## config.mk

```make
export PLATFORM = sky130hd
export DESIGN_NAME = note_sequencer_flat
export DESIGN_NICKNAME = d
export VERILOG_FILES = /design/src/rtl/note_sequencer_if.sv /design/src/rtl/note_sequencer.sv /design/src/flat_wrapper.sv
export SDC_FILE = /design/constraint.sdc
export NUM_CORES = 1
export LEC_CHECK = 0
export CORE_MARGIN = 2
export CORE_UTILIZATION = 50
export CTS_CLUSTER_DIAMETER = 120
export DETAILED_ROUTE_END_ITERATION = 12
export PLACE_DENSITY = 0.74
export SLEW_MARGIN = 40
export SYNTH_ARGS = -nofsm -noshare
export SYNTH_HDL_FRONTEND = slang
export SYNTH_SLANG_ARGS = --single-unit
```

## constraint.sdc

```tcl
create_clock -name clk -period 2.3 [get_ports clk]
set_input_delay 0.46 -clock clk [delete_from_list [all_inputs] [get_ports clk]]
set_output_delay 0.46 -clock clk [all_outputs]
set_load 0.02 [all_outputs]
```

## src/rtl/note_sequencer_if.sv

```systemverilog
// Player/ROM/tone-generator bundle for the note sequencer.
// The master side is the surrounding system (player control plus song ROM);
// the slave side is the sequencer itself.
interface note_sequencer_if #(
  parameter int ADDR_W = 8,
  parameter int NOTE_W = 6,
  parameter int DUR_W  = 4
);
  logic                    start;
  logic                    pause;
  logic                    stop;
  logic [ADDR_W-1:0]       rom_addr;
  logic [NOTE_W+DUR_W-1:0] rom_data;
  logic [NOTE_W-1:0]       note;
  logic                    note_valid;
  logic                    beat;
  logic                    busy;
  logic                    done;

  modport master (
    output start, pause, stop, rom_data,
    input  rom_addr, note, note_valid, beat, busy, done
  );

  modport slave (
    input  start, pause, stop, rom_data,
    output rom_addr, note, note_valid, beat, busy, done
  );
endinterface

```

## src/rtl/note_sequencer.sv

```systemverilog
// Note sequencer: walks a song ROM at a fixed tempo and presents one note code
// plus a valid flag to the tone generator. Each ROM word carries a note code
// in the low bits and a duration in beats above it; duration 0 ends the song.
module note_sequencer #(
  parameter int TICK_DIV = 1000,
  parameter int TICK_W   = 10,
  parameter int ADDR_W   = 8,
  parameter int NOTE_W   = 6,
  parameter int DUR_W    = 4,
  parameter bit GAP_EN   = 1'b1,
  parameter bit LOOP     = 1'b0
) (
  input  logic              clk,
  input  logic              reset_n,
  note_sequencer_if.slave   bus
);

  typedef enum logic [2:0] {
    S_IDLE,
    S_FETCH,
    S_WAIT,
    S_PLAY,
    S_GAP,
    S_DONE
  } state_t;

  state_t              state;
  state_t              state_nxt;
  logic [TICK_W-1:0]   tick_cnt;
  logic [DUR_W-1:0]    beat_left;
  logic [ADDR_W-1:0]   rom_addr_q;
  logic [NOTE_W-1:0]   note_q;

  logic [DUR_W-1:0]    rom_dur;
  logic [NOTE_W-1:0]   rom_note;
  logic                timing;
  logic                running;
  logic                tick_last;
  logic                beat_now;
  logic                last_beat;
  logic                can_advance;

  assign rom_dur     = bus.rom_data[NOTE_W +: DUR_W];
  assign rom_note    = bus.rom_data[NOTE_W-1:0];
  // The prescaler only runs while a note or its gap is being timed and the
  // player is not paused; pausing freezes everything tied to the beat.
  assign timing      = (state == S_PLAY) || (state == S_GAP);
  assign running     = timing && !bus.pause;
  assign tick_last   = (tick_cnt == TICK_W'(TICK_DIV - 1));
  assign beat_now    = running && tick_last;
  assign last_beat   = (beat_left == DUR_W'(1));
  // At the top address a non-looping song has nowhere left to go.
  assign can_advance = (rom_addr_q != '1) || LOOP;

  // State register with synchronous active-low reset.
  always_ff @(posedge clk) begin
    // NOTE: sequential state is always assigned with <= so every register
    // samples the pre-edge values of its neighbours.
    if (!reset_n) state <= S_IDLE;
    else          state <= state_nxt;
  end

  // Next-state decode; stop overrides every other request.
  always_comb begin
    // NOTE: default first, so no path through the case leaves state_nxt
    // unassigned and infers a latch.
    state_nxt = state;
    if (bus.stop) begin
      state_nxt = S_IDLE;
    end else begin
      case (state)
        S_IDLE:  if (bus.start) state_nxt = S_FETCH;
        S_FETCH: state_nxt = S_WAIT;
        S_WAIT: begin
          if (rom_dur != '0)                  state_nxt = S_PLAY;
          else if (LOOP && rom_addr_q != '0)  state_nxt = S_FETCH;
          else                                state_nxt = S_DONE;
        end
        S_PLAY: begin
          if (beat_now && last_beat) begin
            if (GAP_EN)           state_nxt = S_GAP;
            else if (can_advance) state_nxt = S_FETCH;
            else                  state_nxt = S_DONE;
          end
        end
        S_GAP: begin
          if (beat_now) state_nxt = can_advance ? S_FETCH : S_DONE;
        end
        S_DONE:  state_nxt = S_IDLE;
        default: state_nxt = S_IDLE;
      endcase
    end
  end

  // Datapath: prescaler, beats remaining, ROM address and the current note.
  always_ff @(posedge clk) begin
    if (!reset_n || bus.stop) begin
      tick_cnt   <= '0;
      beat_left  <= '0;
      rom_addr_q <= '0;
      note_q     <= '0;
    end else begin
      if (running)     tick_cnt <= tick_last ? '0 : tick_cnt + TICK_W'(1);
      else if (!timing) tick_cnt <= '0;

      case (state)
        S_IDLE: if (bus.start) rom_addr_q <= '0;
        S_WAIT: begin
          if (rom_dur != '0) begin
            beat_left <= rom_dur;
            note_q    <= rom_note;
          end else if (LOOP && rom_addr_q != '0) begin
            rom_addr_q <= '0;
          end
        end
        S_PLAY: begin
          if (beat_now) begin
            beat_left <= beat_left - DUR_W'(1);
            if (last_beat && !GAP_EN && can_advance)
              rom_addr_q <= rom_addr_q + ADDR_W'(1);
          end
        end
        S_GAP: if (beat_now && can_advance) rom_addr_q <= rom_addr_q + ADDR_W'(1);
        default: ;
      endcase
    end
  end

  // Output decode; note_valid drops immediately while paused.
  always_comb begin
    bus.rom_addr   = rom_addr_q;
    bus.note       = note_q;
    bus.note_valid = (state == S_PLAY) && !bus.pause;
    bus.beat       = beat_now;
    bus.busy       = (state != S_IDLE);
    bus.done       = (state == S_DONE);
  end

endmodule

```

## src/flat_wrapper.sv

```systemverilog
// flat-port wrapper written by rule: the top's interface ports become plain ports
module note_sequencer_flat 
#(
  parameter int TICK_DIV = 1000,
  parameter int TICK_W   = 10,
  parameter int ADDR_W   = 8,
  parameter int NOTE_W   = 6,
  parameter int DUR_W    = 4,
  parameter bit GAP_EN   = 1'b1,
  parameter bit LOOP     = 1'b0
)
  (clk, reset_n, bus_start, bus_pause, bus_stop, bus_rom_data, bus_rom_addr, bus_note, bus_note_valid, bus_beat, bus_busy, bus_done);
  note_sequencer_if #(.ADDR_W(ADDR_W), .NOTE_W(NOTE_W), .DUR_W(DUR_W)) bus_i ();
  input  logic clk;
  input  logic reset_n;
  input wire logic [$bits(bus_i.start)-1:0] bus_start;
  input wire logic [$bits(bus_i.pause)-1:0] bus_pause;
  input wire logic [$bits(bus_i.stop)-1:0] bus_stop;
  input wire logic [$bits(bus_i.rom_data)-1:0] bus_rom_data;
  output wire logic [$bits(bus_i.rom_addr)-1:0] bus_rom_addr;
  output wire logic [$bits(bus_i.note)-1:0] bus_note;
  output wire logic [$bits(bus_i.note_valid)-1:0] bus_note_valid;
  output wire logic [$bits(bus_i.beat)-1:0] bus_beat;
  output wire logic [$bits(bus_i.busy)-1:0] bus_busy;
  output wire logic [$bits(bus_i.done)-1:0] bus_done;
  assign bus_i.start = bus_start;
  assign bus_i.pause = bus_pause;
  assign bus_i.stop = bus_stop;
  assign bus_i.rom_data = bus_rom_data;
  assign bus_rom_addr = bus_i.rom_addr;
  assign bus_note = bus_i.note;
  assign bus_note_valid = bus_i.note_valid;
  assign bus_beat = bus_i.beat;
  assign bus_busy = bus_i.busy;
  assign bus_done = bus_i.done;
  note_sequencer #(.TICK_DIV(TICK_DIV), .TICK_W(TICK_W), .ADDR_W(ADDR_W), .NOTE_W(NOTE_W), .DUR_W(DUR_W), .GAP_EN(GAP_EN), .LOOP(LOOP)) u_core (.clk(clk), .reset_n(reset_n), .bus(bus_i));
endmodule
```

Word-level counts from Yosys, hierarchy flattened
Index checks and enable logic that the tools add are counted.
- register bits after elaboration: 31
- bits in latches: 0
- bits in writable memories: 0
- ROM bits: 0
- output and inout bits: 18
- word-level logic and storage cells: 58
- memories kept: 0
- add/subtract/negate cells: 3
- multipliers: 0
- divide/modulo/power cells: 0
- $lt $le $gt $ge: 0
- equality and inequality tests: 15
- shift operators: 0
- multiplexer cells: 15
- bitwise logic cells: 1
- reduce and logical (&&, ||, !) cells: 19
- operators with widths (operator ; number):
    2-to-1 mux 10 bit ; 3
    2-to-1 mux 8 bit ; 2
    one-hot mux 8 bit (2 select lines) ; 1
    2-to-1 mux 3 bit ; 5
    one-hot mux 3 bit (5 select lines) ; 1
    adder 10 x 1 -> 10 bit (second input constant) ; 1
    == test 10 bit (second input constant) ; 1
    AND reduction 3 bit ; 3
    adder 8 x 1 -> 8 bit (second input constant) ; 1
    2-to-1 mux 4 bit ; 2
    != test 2 bit (second input constant) ; 4
    != test 8 bit (second input constant) ; 1
    one-hot mux 4 bit (2 select lines) ; 1
    == test 3 x 2 -> 1 bit (second input constant) ; 2
    == test 3 bit (second input constant) ; 2
    != test 2 x 1 -> 1 bit (second input constant) ; 3
    logical AND 1 bit ; 5
    == test 4 x 1 -> 1 bit (second input constant) ; 1
    nonzero test 2 bit ; 2
    nonzero test 4 bit ; 1
    subtractor 4 x 1 -> 4 bit (second input constant) ; 1
    == test 3 x 1 -> 1 bit (second input constant) ; 1
    zero test 3 bit ; 1
    nonzero test 3 bit ; 1
    5 further kinds ; 7

Longest topological paths before layout
- depth in word-level cells: 7
- gate-level depth with buffers: 6

Worst setup path after synthesis
OpenSTA, ideal clock, no wires.
- kind: register to output
- from: register u_core.tick_cnt[0]
- to: output bus_beat
- arrival time: 1303 ps
- data required time: 1840 ps
- path slack: 537 ps
- stages on the path, launching flop included: 5
- buffers on the path: 0
- cells stage by stage: dfxtp_1 ha_1 and4bb_4 nand4_4 a21oi_1
- cells in the longest elaborated chain, start to end: 2
- RTL lines (what ; line ; text):
    start: declaration ; note_sequencer.sv:29 ; logic [TICK_W-1:0] tick_cnt;
    start signal: assignment ; note_sequencer.sv:103 ; if (running) tick_cnt <= tick_last ? '0 : tick_cnt + TICK_W'(1);
    == test 10 bit ; note_sequencer.sv:49 ; assign tick_last = (tick_cnt == TICK_W'(TICK_DIV - 1));
    logical AND 1 bit ; note_sequencer.sv:50 ; assign beat_now = running && tick_last;
    end: declaration ; flat_wrapper.sv:23 ; output wire logic [$bits(bus_i.beat)-1:0] bus_beat;
Every way passes these cells.

Worst setup path in the final report
Ends and elaborated chain as after synthesis.

==> impl_metrics.toml <==
[global_route]
grt_use_met1 = 0.299
globalRouteMet3Util = 0.0538
grtUsageMet2 = 0.387
grt_antenna_before_repair = 0
grtUsageTotal = 0.236
busiest_layer_in_global_routing = "met2"
first_pass_grt_wire_length_mm = 7.82
grt_start_max_net_pins = 19
via_count_of_the_first_global_routing_pass = 1696
gr-total-overflow = 0

[worst_setup_path]
critical_path.slowest_cell = "sky130_fd_sc_hd__dfxtp_1"
critical_path_required_ns = 1.84
slowest_delay_ns = 0.39
path_buf_inv = 1
critPathCaptureType = "primary output"
r2r_slack_ns = 0.38
regToRegEndpoint = "u_core.bus.rom_addr[7]"
r2r_depth = 6
cell_chain_of_the_critical_path = "ha_1 -> and4bb_4 -> nand4_4 -> a21oi_1 -> clkbuf_2"
critPathKind = "reg2out"
r2r_start = "u_core.tick_cnt[0]"
critPathLaunchType = "register"
worstPathArrival_ns = 1.61
timing.critical_path.max_delay_family = "simple AND/OR/NAND/NOR gates"
critical_path.max_fanout = 6

[synthesis]
syn-cell-area_sq_um = 1850
post-synth-top-count-cell = "sky130_fd_sc_hd__dfxtp_1"
synth.area.top_cells = "sky130_fd_sc_hd__dfxtp_1 33%, sky130_fd_sc_hd__nand2_1 4.9%, sky130_fd_sc_hd__a31oi_1 4.7%, sky130_fd_sc_hd__a21oi_1 4.3%, sky130_fd_sc_hd__nand3_1 3.8%"
synth-seq-cells = 31
yosys_warnings = 0
synthFlopType = "sky130_fd_sc_hd__dfxtp_1"
syn-num-nets = 239
portion_of_the_post_synthesis_area_used_by_sequential_elements = 0.335
synth_commonest_cells = "31 x sky130_fd_sc_hd__dfxtp_1, 24 x sky130_fd_sc_hd__nand2_1, 16 x sky130_fd_sc_hd__a21oi_1"
synth.distinct_cells = 55
async_flop_share = 0
netlist.area_leader.share = 0.335
syn-instance-count = 220
synth_enable_flop_cells = 0
leading_area_contributor_after_synthesis = "sky130_fd_sc_hd__dfxtp_1"
synth.avg_cell_area_sq_um = 8.42

[cells_and_area]
drive_gt1_frac = 0.153
areaGrowthSynthToFinish_pct = 30.9
finalCoreUtilization = 0.672
insertedDiodeCount = 0
final_net_count = 286
instances_no_fill = 316

[detailed_routing]
drt-total-wl_mm = 4.75
routed_via_density = 5.96
detail_route.drc_violations = 0
first_pass_iters = 4
detail-route-antenna-nets = 0
dr.first_iter.drc_count = 85
drt-wirelength-per-cell_um = 15.0
vias = 1883

[worst_hold_path]
capture_endpoint_of_the_worst_hold_path = "u_core.bus.note[5]"
holdCritStartpoint = "u_core.bus.note[5]"
holdPathStages = 2
classification_of_the_worst_slack_hold_path = "reg2reg"

[sta]
final_number_of_hold_violating_endpoints = 0
postLayoutSetupSlackWorst_ns = 0.228
grt_setup_unrepaired = "no"
drv_slew = 0
final_period_util = 0.901
timing.setup.tns_ns = 0
slew_headroom = 0.580
setup_viol = 0
worst_clock_skew_ns = 0.00560
worst-slew-pin-transition_ns = 0.625
timing.final.crit_period_ns = 2.07
maxClockFrequency_mhz = 483

[power_and_ir_drop]
share_comb_of_total_power = 0.079
power_frac_seq = 0.453
ir_drop_mv = 0.263
power.share.switching = 0.217
sw_pwr_mw = 0.259
power_leakage_nw = 0.840
clock_power_share = 0.468
power_report.internal_total_mw = 0.936
power.density_nw_per_um2 = 493

[clocking]
sink_count = 31
cts-root-to-sink-buffers = 2
clock-root-buffer = "sky130_fd_sc_hd__clkbuf_8"
cts_tree = "done"
ctsHtreeMaxLevel = 2
clock_transition_at_the_register_clock_pins_on_the_worst_setup_and_hold_paths_after_cts_ns = 0.07
post_cts.repair.setup_buffers = 0
numCtsBuffers = 5
cts_hold_repair.buffers = 0
clk_latency_ns = 0.29

[placement]
dp_worst_setup_slack_ns = -0.0331
numPlacedInstances = 308
buffer_ports.inserted = 32
place.detailed.hpwl_mm = 3.43
place_congestion = 0.828

[run]
max_cap_violations = 0

[floorplanning]
die_width_um = 64.9
floorplan.initialDensity = 0.514
fp-row-count = 22
floorplan.die_area_sq_um = 4210
num_io_pins = 33
coreArea_sq_um = 3610
die-height_um = 64.9

[status]
result_of_the_run = "complete, no violations"
[power by group through the flow]
stage                     registers, mW  clock network (mW)  logic, mW
after floorplan                   0.553                   0     0.0430
after global placement            0.554                   0     0.0930
after detailed placement          0.554                   0     0.0929
after CTS                         0.542               0.566     0.0938
after global routing              0.542               0.589      0.101
final                             0.542               0.559     0.0939
[worst max path at each step]
| stage | startpoint | depth (start not counted) | to | slack, ns |
|---|---|---|---|---|
| after floorplan | u_core.tick_cnt[0] | 4 | bus_beat | 0.54 |
| after global placement | bus_pause | 5 | bus_beat | 0.004 |
| after detailed placement | bus_pause | 5 | bus_beat | -0.03 |
| after CTS | u_core.state[2] | 3 | bus_done | 0.03 |
| after global routing | u_core.tick_cnt[0] | 5 | bus_beat | 0.13 |
| final | u_core.tick_cnt[0] | 5 | bus_beat | 0.23 |
[worst register-to-register path: stages (launching register included)]
cell and delay [ns]:
sky130_fd_sc_hd__dfxtp_1 0.39, sky130_fd_sc_hd__ha_1 0.21, sky130_fd_sc_hd__and4bb_4 0.30, sky130_fd_sc_hd__nand4_4 0.11, sky130_fd_sc_hd__buf_4 0.17, sky130_fd_sc_hd__or4_1 0.50, sky130_fd_sc_hd__a31oi_1 0.17
[registers in the layout, summed over array words and instances, names as in the netlist]
| register | count |
|---|---|
| u_core.state | 3 |
| u_core.bus.note | 6 |
| u_core.beat_left | 4 |
| u_core.tick_cnt | 10 |
| u_core.bus.rom_addr | 8 |
[routing by layer]
layer	share of wire	wire length, um
met5	0	0
met4	0.017	82
met1	0.46	2160
met2	0.47	2250
met3	0.052	248
[through the flow]
stage               hold slack [ns]  total power [mW]  area [sq um]
finish                        0.454              1.19          2420
floorplan                     0.447             0.596          1850
detailed placement            0.446             0.647          2310
global route                  0.471              1.23          2420
global placement              0.443             0.647          2310
CTS                           0.455              1.20          2420
[layout by cell type, fill, tap and decap left out, types with 2 or more instances in the layout]
cell type / n
sky130_fd_sc_hd__dfxtp_1: 31
sky130_fd_sc_hd__clkdlybuf4s50_1: 28
sky130_fd_sc_hd__nand2_1: 24
sky130_fd_sc_hd__buf_4: 20
sky130_fd_sc_hd__a21oi_1: 16
sky130_fd_sc_hd__a31oi_1: 14
sky130_fd_sc_hd__nand3_1: 14
sky130_fd_sc_hd__nor2_1: 10
sky130_fd_sc_hd__o211ai_1: 8
sky130_fd_sc_hd__nor3_1: 6
sky130_fd_sc_hd__nand4_1: 6
sky130_fd_sc_hd__clkbuf_8: 6
sky130_fd_sc_hd__inv_1: 5
sky130_fd_sc_hd__nand3b_1: 5
sky130_fd_sc_hd__or3_1: 4
sky130_fd_sc_hd__and2_1: 4
sky130_fd_sc_hd__mux2i_1: 4
sky130_fd_sc_hd__or4_1: 4
sky130_fd_sc_hd__ha_1: 4
sky130_fd_sc_hd__and4_1: 3
sky130_fd_sc_hd__a211oi_1: 3
sky130_fd_sc_hd__and3_1: 2
sky130_fd_sc_hd__nand2b_1: 2
sky130_fd_sc_hd__xnor2_1: 2
sky130_fd_sc_hd__nor2b_1: 2
sky130_fd_sc_hd__and4_2: 2
sky130_fd_sc_hd__nor3b_1: 2
sky130_fd_sc_hd__o21ai_0: 2
sky130_fd_sc_hd__a2bb2oi_1: 2
sky130_fd_sc_hd__o32ai_1: 2
sky130_fd_sc_hd__o221a_2: 2
sky130_fd_sc_hd__dlymetal6s2s_1: 2
[area by class of cell]
cell class / instances / area [sq um]
fill: 308 / 1180
inverter: 6 / 22.5
tap: 48 / 60.1
timing repair buffer: 52 / 469
sequential: 31 / 621
clock inverter: 2 / 35.0
clock buffer: 6 / 82.6
multi-input combinational: 171 / 1130
[logic make-up after synthesis]
| group | count (synthesis) | share of synthesized area |
|---|---|---|
| and+or+nand+nor | 100 | 0.323 |
| xor gates and xnor gates | 2 | 0.00945 |
| adders and majority gates | 4 | 0.0270 |
| DFF | 31 | 0.335 |
| AOI/OAI and AO/OA | 61 | 0.232 |
| buffers and inverters | 18 | 0.0527 |
| muxes | 4 | 0.0216 |
[timing repair]
| action | in CTS | in global routing |
|---|---|---|
| endpoints found under the setup margin | 2 | 3 |
| hold endpoints to repair | 0 | 0 |
| resized for setup | 2 | 4 |
| pin swaps | 0 | 0 |
(Power assumes the default switching activity.)
